`src/rtl/sc_lane_shift_scheduler_if.sv`:
```
// sc_lane_shift_scheduler_if
// Bundles the control inputs and shift/round outputs of the lane shift
// scheduler so the level state machine side and the scheduler share one port.
//   SC_LANESCHED_LOAD_SHIFT_IN  : 1 = lanes being loaded, scheduler held idle
//   SC_LANESCHED_VEL_SELECT_IN  : 00 stopped, 01/10/11 pick a round period
//   SC_LANESCHED_PAUSE_IN       : freeze counting and issuing
//   SC_LANESCHED_LANE_EN_IN     : per-lane enable mask
//   SC_LANESCHED_SHIFT_OUT      : one-hot-or-zero shift-enable pulses
//   SC_LANESCHED_ROUND_DONE_OUT : pulse on the last lane slot of a round
//   SC_LANESCHED_ROUNDS_OUT     : completed-round counter
//   SC_LANESCHED_STATE_OUT      : debug state code
interface sc_lane_shift_scheduler_if #(
  parameter int NUM_LANES = 4
);
  logic                 SC_LANESCHED_LOAD_SHIFT_IN;
  logic [1:0]           SC_LANESCHED_VEL_SELECT_IN;
  logic                 SC_LANESCHED_PAUSE_IN;
  logic [NUM_LANES-1:0] SC_LANESCHED_LANE_EN_IN;
  logic [NUM_LANES-1:0] SC_LANESCHED_SHIFT_OUT;
  logic                 SC_LANESCHED_ROUND_DONE_OUT;
  logic [7:0]           SC_LANESCHED_ROUNDS_OUT;
  logic [1:0]           SC_LANESCHED_STATE_OUT;

  // Controller side (level state machine).
  modport master (
    output SC_LANESCHED_LOAD_SHIFT_IN,
    output SC_LANESCHED_VEL_SELECT_IN,
    output SC_LANESCHED_PAUSE_IN,
    output SC_LANESCHED_LANE_EN_IN,
    input  SC_LANESCHED_SHIFT_OUT,
    input  SC_LANESCHED_ROUND_DONE_OUT,
    input  SC_LANESCHED_ROUNDS_OUT,
    input  SC_LANESCHED_STATE_OUT
  );

  // Scheduler side.
  modport slave (
    input  SC_LANESCHED_LOAD_SHIFT_IN,
    input  SC_LANESCHED_VEL_SELECT_IN,
    input  SC_LANESCHED_PAUSE_IN,
    input  SC_LANESCHED_LANE_EN_IN,
    output SC_LANESCHED_SHIFT_OUT,
    output SC_LANESCHED_ROUND_DONE_OUT,
    output SC_LANESCHED_ROUNDS_OUT,
    output SC_LANESCHED_STATE_OUT
  );
endinterface

```
`src/rtl/sc_lane_shift_scheduler.sv`:
```
// sc_lane_shift_scheduler
// Divides the system clock by a speed-dependent period, then walks the lane
// slots in fixed order issuing one shift-enable pulse per enabled lane, and
// counts completed rounds.
//   SC_LANESCHED_CLOCK_50 : system clock, rising edge
//   SC_LANESCHED_RESET    : synchronous active-high reset
//   bus                   : scheduler side of sc_lane_shift_scheduler_if
module sc_lane_shift_scheduler #(
  parameter int NUM_LANES = 4,
  parameter int DIV_WIDTH = 26,
  parameter int PERIOD_1  = 25000000,
  parameter int PERIOD_2  = 12500000,
  parameter int PERIOD_3  = 6250000
) (
  input  logic                      SC_LANESCHED_CLOCK_50,
  input  logic                      SC_LANESCHED_RESET,
  sc_lane_shift_scheduler_if.slave  bus
);

  localparam int IDX_W = $clog2(NUM_LANES);
  localparam logic [IDX_W-1:0] LAST_IDX = IDX_W'(NUM_LANES - 1);

  localparam logic [1:0] ST_IDLE  = 2'b00;
  localparam logic [1:0] ST_COUNT = 2'b01;
  localparam logic [1:0] ST_ISSUE = 2'b10;

  // Counter reload is period-1 so that COUNT lasts exactly period cycles
  // (the cycle with counter=0 is the last COUNT cycle).
  function automatic logic [DIV_WIDTH-1:0] reload_value(input logic [1:0] vel);
    case (vel)
      2'b01:   reload_value = DIV_WIDTH'(PERIOD_1 - 1);
      2'b10:   reload_value = DIV_WIDTH'(PERIOD_2 - 1);
      2'b11:   reload_value = DIV_WIDTH'(PERIOD_3 - 1);
      default: reload_value = '0;
    endcase
  endfunction

  logic                 w_load;
  logic [1:0]           w_vel;
  logic                 w_pause;
  logic [NUM_LANES-1:0] w_lane_en;

  assign w_load    = bus.SC_LANESCHED_LOAD_SHIFT_IN;
  assign w_vel     = bus.SC_LANESCHED_VEL_SELECT_IN;
  assign w_pause   = bus.SC_LANESCHED_PAUSE_IN;
  assign w_lane_en = bus.SC_LANESCHED_LANE_EN_IN;

  logic [1:0]           r_state;
  logic [DIV_WIDTH-1:0] r_cnt;
  logic [IDX_W-1:0]     r_idx;
  logic [7:0]           r_rounds;

  logic [1:0]           w_state_next;
  logic [DIV_WIDTH-1:0] w_cnt_next;
  logic [IDX_W-1:0]     w_idx_next;
  logic [7:0]           w_rounds_next;

  // State register.
  always_ff @(posedge SC_LANESCHED_CLOCK_50) begin
    if (SC_LANESCHED_RESET) begin
      r_state  <= ST_IDLE;
      r_cnt    <= '0;
      r_idx    <= '0;
      r_rounds <= '0;
    end else begin
      r_state  <= w_state_next;
      r_cnt    <= w_cnt_next;
      r_idx    <= w_idx_next;
      r_rounds <= w_rounds_next;
    end
  end

  // Next-state logic. LOAD beats PAUSE beats normal transitions.
  always_comb begin
    w_state_next  = r_state;
    w_cnt_next    = r_cnt;
    w_idx_next    = r_idx;
    w_rounds_next = r_rounds;
    if (w_load) begin
      w_state_next  = ST_IDLE;
      w_idx_next    = '0;
      w_rounds_next = '0;
    end else if (r_state == 2'b11) begin
      // Illegal code recovers even while paused.
      w_state_next = ST_IDLE;
      w_idx_next   = '0;
    end else if (!w_pause) begin
      case (r_state)
        ST_IDLE: begin
          if (w_vel != 2'b00) begin
            w_state_next = ST_COUNT;
            w_cnt_next   = reload_value(w_vel);
          end
        end
        ST_COUNT: begin
          if (w_vel == 2'b00) begin
            w_state_next = ST_IDLE;
          end else if (r_cnt == '0) begin
            w_state_next = ST_ISSUE;
            w_idx_next   = '0;
          end else begin
            w_cnt_next = r_cnt - DIV_WIDTH'(1);
          end
        end
        ST_ISSUE: begin
          if (r_idx == LAST_IDX) begin
            // A stop request only takes effect once the round is complete.
            w_rounds_next = r_rounds + 8'd1;
            w_idx_next    = '0;
            if (w_vel != 2'b00) begin
              w_state_next = ST_COUNT;
              w_cnt_next   = reload_value(w_vel);
            end else begin
              w_state_next = ST_IDLE;
            end
          end else begin
            w_idx_next = r_idx + IDX_W'(1);
          end
        end
        default: w_state_next = ST_IDLE;
      endcase
    end
  end

  // Output decode: slot select from the registered index.
  logic [NUM_LANES-1:0] w_slot;
  genvar gi;
  generate
    for (gi = 0; gi < NUM_LANES; gi++) begin : g_slot
      assign w_slot[gi] = (r_idx == IDX_W'(gi));
    end
  endgenerate

  logic                 w_issue_active;
  logic [NUM_LANES-1:0] w_shift;
  logic                 w_round_done;

  always_comb begin
    w_issue_active = (r_state == ST_ISSUE) && !w_load && !w_pause;
    w_shift        = '0;
    w_round_done   = 1'b0;
    if (w_issue_active) begin
      w_shift      = w_slot & w_lane_en;
      w_round_done = (r_idx == LAST_IDX);
    end
  end

  assign bus.SC_LANESCHED_SHIFT_OUT      = w_shift;
  assign bus.SC_LANESCHED_ROUND_DONE_OUT = w_round_done;
  assign bus.SC_LANESCHED_ROUNDS_OUT     = r_rounds;
  assign bus.SC_LANESCHED_STATE_OUT      = r_state;

endmodule
```
`src/flat_wrapper.sv`:
```
// flat-port wrapper written by rule: the top's interface ports become plain ports
module sc_lane_shift_scheduler_flat 
#(
  parameter int NUM_LANES = 4,
  parameter int DIV_WIDTH = 26,
  parameter int PERIOD_1  = 25000000,
  parameter int PERIOD_2  = 12500000,
  parameter int PERIOD_3  = 6250000
)
  (SC_LANESCHED_CLOCK_50, SC_LANESCHED_RESET, bus_SC_LANESCHED_LOAD_SHIFT_IN, bus_SC_LANESCHED_VEL_SELECT_IN, bus_SC_LANESCHED_PAUSE_IN, bus_SC_LANESCHED_LANE_EN_IN, bus_SC_LANESCHED_SHIFT_OUT, bus_SC_LANESCHED_ROUND_DONE_OUT, bus_SC_LANESCHED_ROUNDS_OUT, bus_SC_LANESCHED_STATE_OUT);
  sc_lane_shift_scheduler_if #(.NUM_LANES(NUM_LANES)) bus_i ();
  input  logic SC_LANESCHED_CLOCK_50;
  input  logic SC_LANESCHED_RESET;
  input wire logic [$bits(bus_i.SC_LANESCHED_LOAD_SHIFT_IN)-1:0] bus_SC_LANESCHED_LOAD_SHIFT_IN;
  input wire logic [$bits(bus_i.SC_LANESCHED_VEL_SELECT_IN)-1:0] bus_SC_LANESCHED_VEL_SELECT_IN;
  input wire logic [$bits(bus_i.SC_LANESCHED_PAUSE_IN)-1:0] bus_SC_LANESCHED_PAUSE_IN;
  input wire logic [$bits(bus_i.SC_LANESCHED_LANE_EN_IN)-1:0] bus_SC_LANESCHED_LANE_EN_IN;
  output wire logic [$bits(bus_i.SC_LANESCHED_SHIFT_OUT)-1:0] bus_SC_LANESCHED_SHIFT_OUT;
  output wire logic [$bits(bus_i.SC_LANESCHED_ROUND_DONE_OUT)-1:0] bus_SC_LANESCHED_ROUND_DONE_OUT;
  output wire logic [$bits(bus_i.SC_LANESCHED_ROUNDS_OUT)-1:0] bus_SC_LANESCHED_ROUNDS_OUT;
  output wire logic [$bits(bus_i.SC_LANESCHED_STATE_OUT)-1:0] bus_SC_LANESCHED_STATE_OUT;
  assign bus_i.SC_LANESCHED_LOAD_SHIFT_IN = bus_SC_LANESCHED_LOAD_SHIFT_IN;
  assign bus_i.SC_LANESCHED_VEL_SELECT_IN = bus_SC_LANESCHED_VEL_SELECT_IN;
  assign bus_i.SC_LANESCHED_PAUSE_IN = bus_SC_LANESCHED_PAUSE_IN;
  assign bus_i.SC_LANESCHED_LANE_EN_IN = bus_SC_LANESCHED_LANE_EN_IN;
  assign bus_SC_LANESCHED_SHIFT_OUT = bus_i.SC_LANESCHED_SHIFT_OUT;
  assign bus_SC_LANESCHED_ROUND_DONE_OUT = bus_i.SC_LANESCHED_ROUND_DONE_OUT;
  assign bus_SC_LANESCHED_ROUNDS_OUT = bus_i.SC_LANESCHED_ROUNDS_OUT;
  assign bus_SC_LANESCHED_STATE_OUT = bus_i.SC_LANESCHED_STATE_OUT;
  sc_lane_shift_scheduler #(.NUM_LANES(NUM_LANES), .DIV_WIDTH(DIV_WIDTH), .PERIOD_1(PERIOD_1), .PERIOD_2(PERIOD_2), .PERIOD_3(PERIOD_3)) u_core (.SC_LANESCHED_CLOCK_50(SC_LANESCHED_CLOCK_50), .SC_LANESCHED_RESET(SC_LANESCHED_RESET), .bus(bus_i));
endmodule
```
`config.mk`:
```
export PLATFORM = sky130hd
export DESIGN_NAME = sc_lane_shift_scheduler_flat
export DESIGN_NICKNAME = d
export VERILOG_FILES = /design/src/rtl/sc_lane_shift_scheduler_if.sv /design/src/rtl/sc_lane_shift_scheduler.sv /design/src/flat_wrapper.sv
export SDC_FILE = /design/constraint.sdc
export NUM_CORES = 1
export LEC_CHECK = 0
export CAP_MARGIN = 20
export CORE_MARGIN = 2
export CORE_UTILIZATION = 30
export CTS_CLUSTER_SIZE = 40
export DETAILED_ROUTE_END_ITERATION = 16
export GPL_TIMING_DRIVEN = 0
export HOLD_SLACK_MARGIN = 0.08
export PLACE_DENSITY = 0.5
export SETUP_SLACK_MARGIN = 0.3
export SLEW_MARGIN = 20
export SYNTH_ARGS = -nofsm -noshare
export SYNTH_HDL_FRONTEND = slang
export SYNTH_SLANG_ARGS = --single-unit
```
`constraint.sdc`:
```
create_clock -name SC_LANESCHED_CLOCK_50 -period 3.7 [get_ports SC_LANESCHED_CLOCK_50]
set_clock_uncertainty 0.15 [all_clocks]
set_input_delay 0.74 -clock SC_LANESCHED_CLOCK_50 [delete_from_list [all_inputs] [get_ports SC_LANESCHED_CLOCK_50]]
set_output_delay 0.74 -clock SC_LANESCHED_CLOCK_50 [all_outputs]
set_load 0.02 [all_outputs]
```
==> run metrics, run 1 <==
Area growth, synth to finish 17.7%; EDFF count, synth 0; Worst path slowest cell or3b_2; antenna violations before repair 0; status completed; Rel. slew slack between 50% and 60%; FP Rows 33; H-tree Lvls 2; flops & latches, synth 38; nets 362; CP required 2.81 ns; syn_area_per_cell about 7.9 um^2; Final Setup Violations 0; Critical Path AT around 2.4 ns; final setup TNS 0 ns; largest net degree at the start of global routing 12; Worst Tran Pin Value roughly 0.67 ns; FF/Latch Area 761 um^2; Mapped Cells 312; CTS tree done; area of the multi-input gates 0.00156 mm^2; CTS Buffer Depth 2; type of the worst setup path in2out; Max FO, Critical Path 5; synth unique cells 58; first-pass GRT wire length 11700 um; Lkg Pwr 1.06 nW; Core ar. 0.00809 mm^2; Skew-Pair Late Insertion Delay 0.30 ns; cts bufs inserted 5; root buf cell clkbuf_8; synthesis warning total 0; crit path cell chain clkdlybuf4s50_1 > or3b_2 > nor2_2 > and3_1 > dlygate4sd2_1; final-report hold violation count 0; Chip Height 94.9 um; GRT Total Usage 16.5%; Clock transition at path regs 0.08 ns; minimum clock period after layout 3.31 ns; CP max stage delay 0.53 ns; Iter 0 DRT Violations between 150 and 200; Top FF cell, synth dfxtp_1; fillcell total between 800 and 900; max_cap viols 0; die area 0.00901 mm^2; Worst VDD drop 0.127 mV; Die Span X around 95 um; final antenna-violating net count 0; grt total ovfl 0; Startpoint Class primary input; dpl cells 440; post-synthesis sequential area ratio 30.7%; Max Fclk 0.302 GHz; Power Density 335 mW/mm^2; Syn Std Cell Area 0.00248 mm^2; CTS Sinks 38; Finished Core Util 36.1%; routed length per placed instance 15.6 um; ys async rst share 0%; fin. max-slew vios 0; type of the worst min-delay path reg2reg; port buffer count 23; Final GP Congestion about 0.84; DRC Markers 0; n_diodes 0; DP HPWL between 5000 and 6000 um; RSZ-0062 raised after global routing no; Vias between 2000 and 2500; Critical Path End Type output pin; final worst-path cycle share between 80% and 90%; layout cell share with drive strength beyond 1 10.5%; Total Power ~980 uW; Starting Density a little under a third; post-route insts no fill 447; DR vias/cell approximately 5.4; final wirelength 6970 um; IO Count 25; syn nets ~330; vias in the first global route roughly 2400; drt pass-1 iters 4
## metal layers
layer,track usage (%),vias to the layer above,share of wire [%]
met1,21.6,1154,48
met5,0,-,0
li1,-,1219,-
met2,28.5,51,47
met4,3.38,0,0.73
met3,2.47,6,4.2
## placed cells by master, fill, tap and decap left out, types with 3 or more instances in the layout
cell / n
and2_1: 5
dlygate4sd2_1: 3
nor2_1: 33
dfxtp_1: 38
a31oi_1: 7
nand2b_1: 3
nand4_1: 5
nand3_1: 5
nor3_2: 3
nor3_1: 12
or3_1: 4
o31ai_1: 3
a21oi_1: 24
clkbuf_1: 8
a211oi_2: 5
o21a_1: 3
xor2_1: 5
buf_6: 4
nor4_1: 9
ha_1: 10
and3_1: 7
a311oi_1: 3
nor4b_1: 6
o22ai_1: 4
o21ai_0: 25
and4_1: 4
nand2_1: 23
inv_1: 15
clkdlybuf4s50_1: 18
clkbuf_8: 5
## registers in the layout, indices dropped and copies added (netlist names)
name,count
u_core.bus.SC_LANESCHED_ROUNDS_OUT,8
u_core.bus.SC_LANESCHED_STATE_OUT,2
u_core.r_cnt,26
u_core.r_idx,2
## timing repair
action                     4_1_cts  5_1_grt
setup buffers                    0        0
gates cloned                     0        0
hold buffers                     0        0
resized for setup                6        2
setup endpoints to repair        5        2
## path summary, 6_finish.rpt
kind,startpoint,to,cells after the start,slack (ns)
worst max-delay path,bus_SC_LANESCHED_PAUSE_IN,bus_SC_LANESCHED_SHIFT_OUT[3],5,0.39
worst min-delay path,u_core.r_cnt[23],u_core.r_cnt[23],2,0.36
worst max register to register,u_core.r_cnt[0],u_core.r_idx[1],8,0.92
worst min register to register,u_core.r_cnt[23],u_core.r_cnt[23],2,0.36
## report_power, final
group	switching [mW]	internal (mW)	leakage (nW)
Combinational	0.159	0.0879	0.711
Clock	0.156	0.127	0.0438
Sequential	0.0227	0.425	0.309
Total	0.338	0.640	1.06
## logic make-up after synthesis
family,after synthesis,synth area share (%)
AND/OR/NAND/NOR,134,30.9
adder cells (fa/ha/maj),10,5.05
XOR/XNOR,7,2.47
AO/OA/AOI/OAI,90,24.0
flip-flops,38,30.7
buffers and inverters,32,6.46
multiplexers,1,0.404
## synth_stat cells, drive strengths merged (2+ instances only)
master | n | area, um^2
a211oi | 6 | 70.1
a21boi | 2 | 15.0
a21oi | 25 | 129
a311oi | 3 | 26.3
a31oi | 7 | 43.8
and2 | 5 | 31.3
and3 | 7 | 43.8
and4 | 4 | 35.0
buf | 9 | 73.8
clkbuf | 8 | 30.0
dfxtp | 38 | 761
ha | 10 | 125
inv | 15 | 56.3
nand2 | 23 | 86.3
nand2b | 3 | 18.8
nand3 | 5 | 25.0
nand4 | 6 | 52.6
nor2 | 34 | 128
nor3 | 15 | 90.1
nor3b | 2 | 15.0
nor4 | 10 | 77.6
nor4b | 6 | 52.6
o21a | 3 | 22.5
o21ai | 27 | 139
o22ai | 4 | 25.0
o31a | 2 | 17.5
o31ai | 5 | 56.3
or3 | 4 | 25.0
or3b | 2 | 17.5
or4 | 3 | 26.3
xnor2 | 2 | 17.5
xor2 | 5 | 43.8
## layout make-up
| cell class | count | share of cell area, % |
|---|---|---|
| Timing Repair Buffer | 23 | 7.76 |
| Clock buffer | 5 | 2.36 |
| Tap cell | 105 | 4.50 |
| Multi-Input combinational cell | 242 | 53.5 |
| Inverter | 15 | 1.93 |
| Clock inverter | 2 | 0.343 |
| Buffer | 17 | 3.56 |
| Sequential cell | 38 | 26.1 |
## critical path: cells and delay by family
kind                   cells  cell delay, ns
and+or+nand+nor            3            0.86
buffers and inverters      2            0.81
## through the flow
| step | hold WS, ns | instance area (um^2) | setup WS [ns] |
|---|---|---|---|
| detailed placement | 0.349 | 2840 | 0.0279 |
| CTS | 0.361 | 2920 | 0.373 |
| global placement | 0.343 | 2840 | 0.0443 |
| global route | 0.387 | 2920 | 0.306 |
| floorplan | 0.316 | 2480 | 1.09 |
| finish | 0.362 | 2920 | 0.391 |
No activity file was read; power rests on OpenSTA's default activity.
==> run 2: changes to the inputs <==
ABC_AREA = 0   (was default)
==> results of run 2 <==
The final DEF is identical to that of run 1; final timing and power are the same.
==> run 3: changes to the inputs <==
ABC_AREA = 1   (was 0)
==> run 3 against run 2 <==
Compared with the run above: clock power increased by 33%; cell count increased by 32%; count of clock-buffer cells in the layout unchanged; hold slack got worse by 0.017 ns; register-to-register slack improved by 0.67 ns; critical endpoint unchanged; worst setup slack improved by 0.19 ns; sequential share of layout area decreased by 1.9 points; synthesized cell count increased by 45%; power increased by 10%; highest routed layer unchanged; critical path type unchanged; wire length increased by 4.8%.
==> run metrics, run 3 <==
status completed; CTS Buffer Depth 2; top-count cell post-synth nand2_1; ys async rst share 0%; n_diodes 0; final wirelength 7300 um; post-synthesis sequential area ratio ~29%; H-tree Lvls 2; antenna violations before repair 0; syn nets 472; Die Span X a little under 100 um; Starting Density ~31%; DP Area between 0.003 and 0.004 mm^2; Finished Core Util 36.3%; cts bufs inserted 5; routed wl met2 3270 um; CTS Sinks 38; root buf cell clkbuf_8; most common cell after layout, fill and taps aside nand2_1; post-CTS sizing 0; grt total ovfl 0; sw frac approximately 34%; leading area contributor after synthesis dfxtp_1; dpl cells a little under 600; port buffer count 24; logic gate share of total power 24.0%; first-pass GRT wire length 12400 um; Area growth, synth to finish 18.4%; post-route insts no fill 592; syn_area_per_cell 5.89 um^2; Final Setup Violations 0; fillcell total 975; final worst-path cycle share 84.2%; Reg2Reg Depth 12; fin. max-slew vios 0; IO Count 25; final std cell area, no fill between 0.003 and 0.004 mm^2; Final GP Congestion 0.855; CP required 2.81 ns; Clk pwr share a little over a third; PnR worst setup slack 0.584 ns; Power Density 342 mW/mm^2; Critical Path AT 2.23 ns; Post-synth top cells 120 x nand2_1, 104 x nor2_1, 61 x inv_1, 38 x dfxtp_1, 31 x nand3_1; die area 0.00965 mm^2; Worst VDD drop 0.128 mV; routed length per placed instance between 10 and 15 um; vias in the first global route 2545; Critical Path End Type output pin; Mapped Cells roughly 450; FP Rows 34; synth unique cells 26; final setup TNS 0 ns; Clock transition at path regs 0.08 ns; Flop pwr share 41.1%; Core ar. 0.00868 mm^2; Lkg Pwr 1.48 nW; worst slack, placed 0.559 ns; synthesis warning total 0; Hold Path End u_core.r_cnt[1]; max_cap viols 0; Total Power 1.08 mW; Max FO, Critical Path 5; area share of the largest cell type after synthesis roughly 29%; final-report hold violation count 0; Fin Hold WS 0.345 ns; max reg flops 26; largest reg by FF count u_core.r_cnt; min-delay src u_core.r_cnt[1]; metal3 WL 276 um; RSZ-0062 raised after global routing no; layout cell share with drive strength beyond 1 5.58%; type of the worst setup path in2out; DP HPWL 5480 um; Startpoint Class primary input; drt pass-1 iters 4; DRC Markers 0; Top FF cell, synth dfxtp_1; ranking of synthesized cells by area dfxtp_1 29%, nand2_1 17%, nor2_1 15%; Rel. slew slack roughly 60%; Syn Std Cell Area ~0.0027 mm^2; DR vias/cell 4.63; worst reg2reg startpoint u_core.r_cnt[0]; CTS tree done; wl on met1 3600 um; largest net degree at the start of global routing 14; Vias 2741; Chip Height 98.2 um; Reg2Reg Setup Slack 1.59 ns; Worst Tran Pin Value slightly below 0.6 ns; most frequent cells in the layout 120 x nand2_1, 104 x nor2_1, 61 x inv_1; max layer used met4; final antenna-violating net count 0; type of the worst min-delay path reg2reg; Hold Buf Count CTS 0; Iter 0 DRT Violations 123; hold depth 2; Max Fclk 0.321 GHz; RR Endpoint u_core.r_cnt[18]; nets ~500; flops & latches, synth 38; internal power component 711 uW; minimum clock period after layout 3.12 ns; Skew-Pair Late Insertion Delay ~0.31 ns; # Post-CTS Setup Buffers 0; sw power 368 uW; EDFF count, synth 0; GRT Total Usage approximately 16%
[run 3: cell type report]
cell class	count	area, um^2	area share, %
clock buffers	5	68.8	2.18
flip-flops and latches	38	761	24.1
inverters	62	233	7.38
well taps	108	135	4.29
plain buffers	8	51.3	1.63
clock inverters	3	45.0	1.43
repair buffers	24	240	7.62
multi-input cells	344	1620	51.3
[run 3: worst max path at each step]
| stage | start | end | slack, ns |
|---|---|---|---|
| 6_report | bus_SC_LANESCHED_PAUSE_IN | bus_SC_LANESCHED_SHIFT_OUT[3] | 0.58 |
| 5_1_grt | bus_SC_LANESCHED_PAUSE_IN | bus_SC_LANESCHED_SHIFT_OUT[1] | 0.46 |
| 4_1_cts | bus_SC_LANESCHED_PAUSE_IN | bus_SC_LANESCHED_SHIFT_OUT[0] | 0.56 |
| 3_5_place_dp | bus_SC_LANESCHED_PAUSE_IN | bus_SC_LANESCHED_SHIFT_OUT[3] | 0.56 |
| 3_3_place_gp | bus_SC_LANESCHED_PAUSE_IN | bus_SC_LANESCHED_SHIFT_OUT[0] | 0.57 |
| 2_1_floorplan | bus_SC_LANESCHED_PAUSE_IN | bus_SC_LANESCHED_ROUND_DONE_OUT | 1.53 |
[run 3: per-layer routing]
layer / GRT usage, % / vias to the layer above
met2: 25.3 / 46
met3: 2.86 / 13
li1: - / 1467
met5: 0 / -
met1: 21.9 / 1215
met4: 5.69 / 0
[run 3: cells by family after synthesis]
logic type / synth area share (%)
fa+ha+maj: 4.70
compound gates: 8.22
simple gates: 45.9
buf+inv: 10.7
xor+xnor: 1.97
flops: 28.6
[run 3: power groups by stage]
stage          Combinational, mW  Clock [mW]  Sequential (mW)
6_report                   0.259       0.376            0.444
3_3_place_gp               0.255           0            0.453
2_1_floorplan              0.190           0            0.449
4_1_cts                    0.258       0.387            0.443
3_5_place_dp               0.257           0            0.453
5_1_grt                    0.297       0.404            0.447
[run 3: critical path, cell delays in order]
cell and delay, ns:
clkdlybuf4s50_1 0.43, inv_1 0.12, nand3_1 0.19, nor2_1 0.14, clkdlybuf4s50_1 0.61
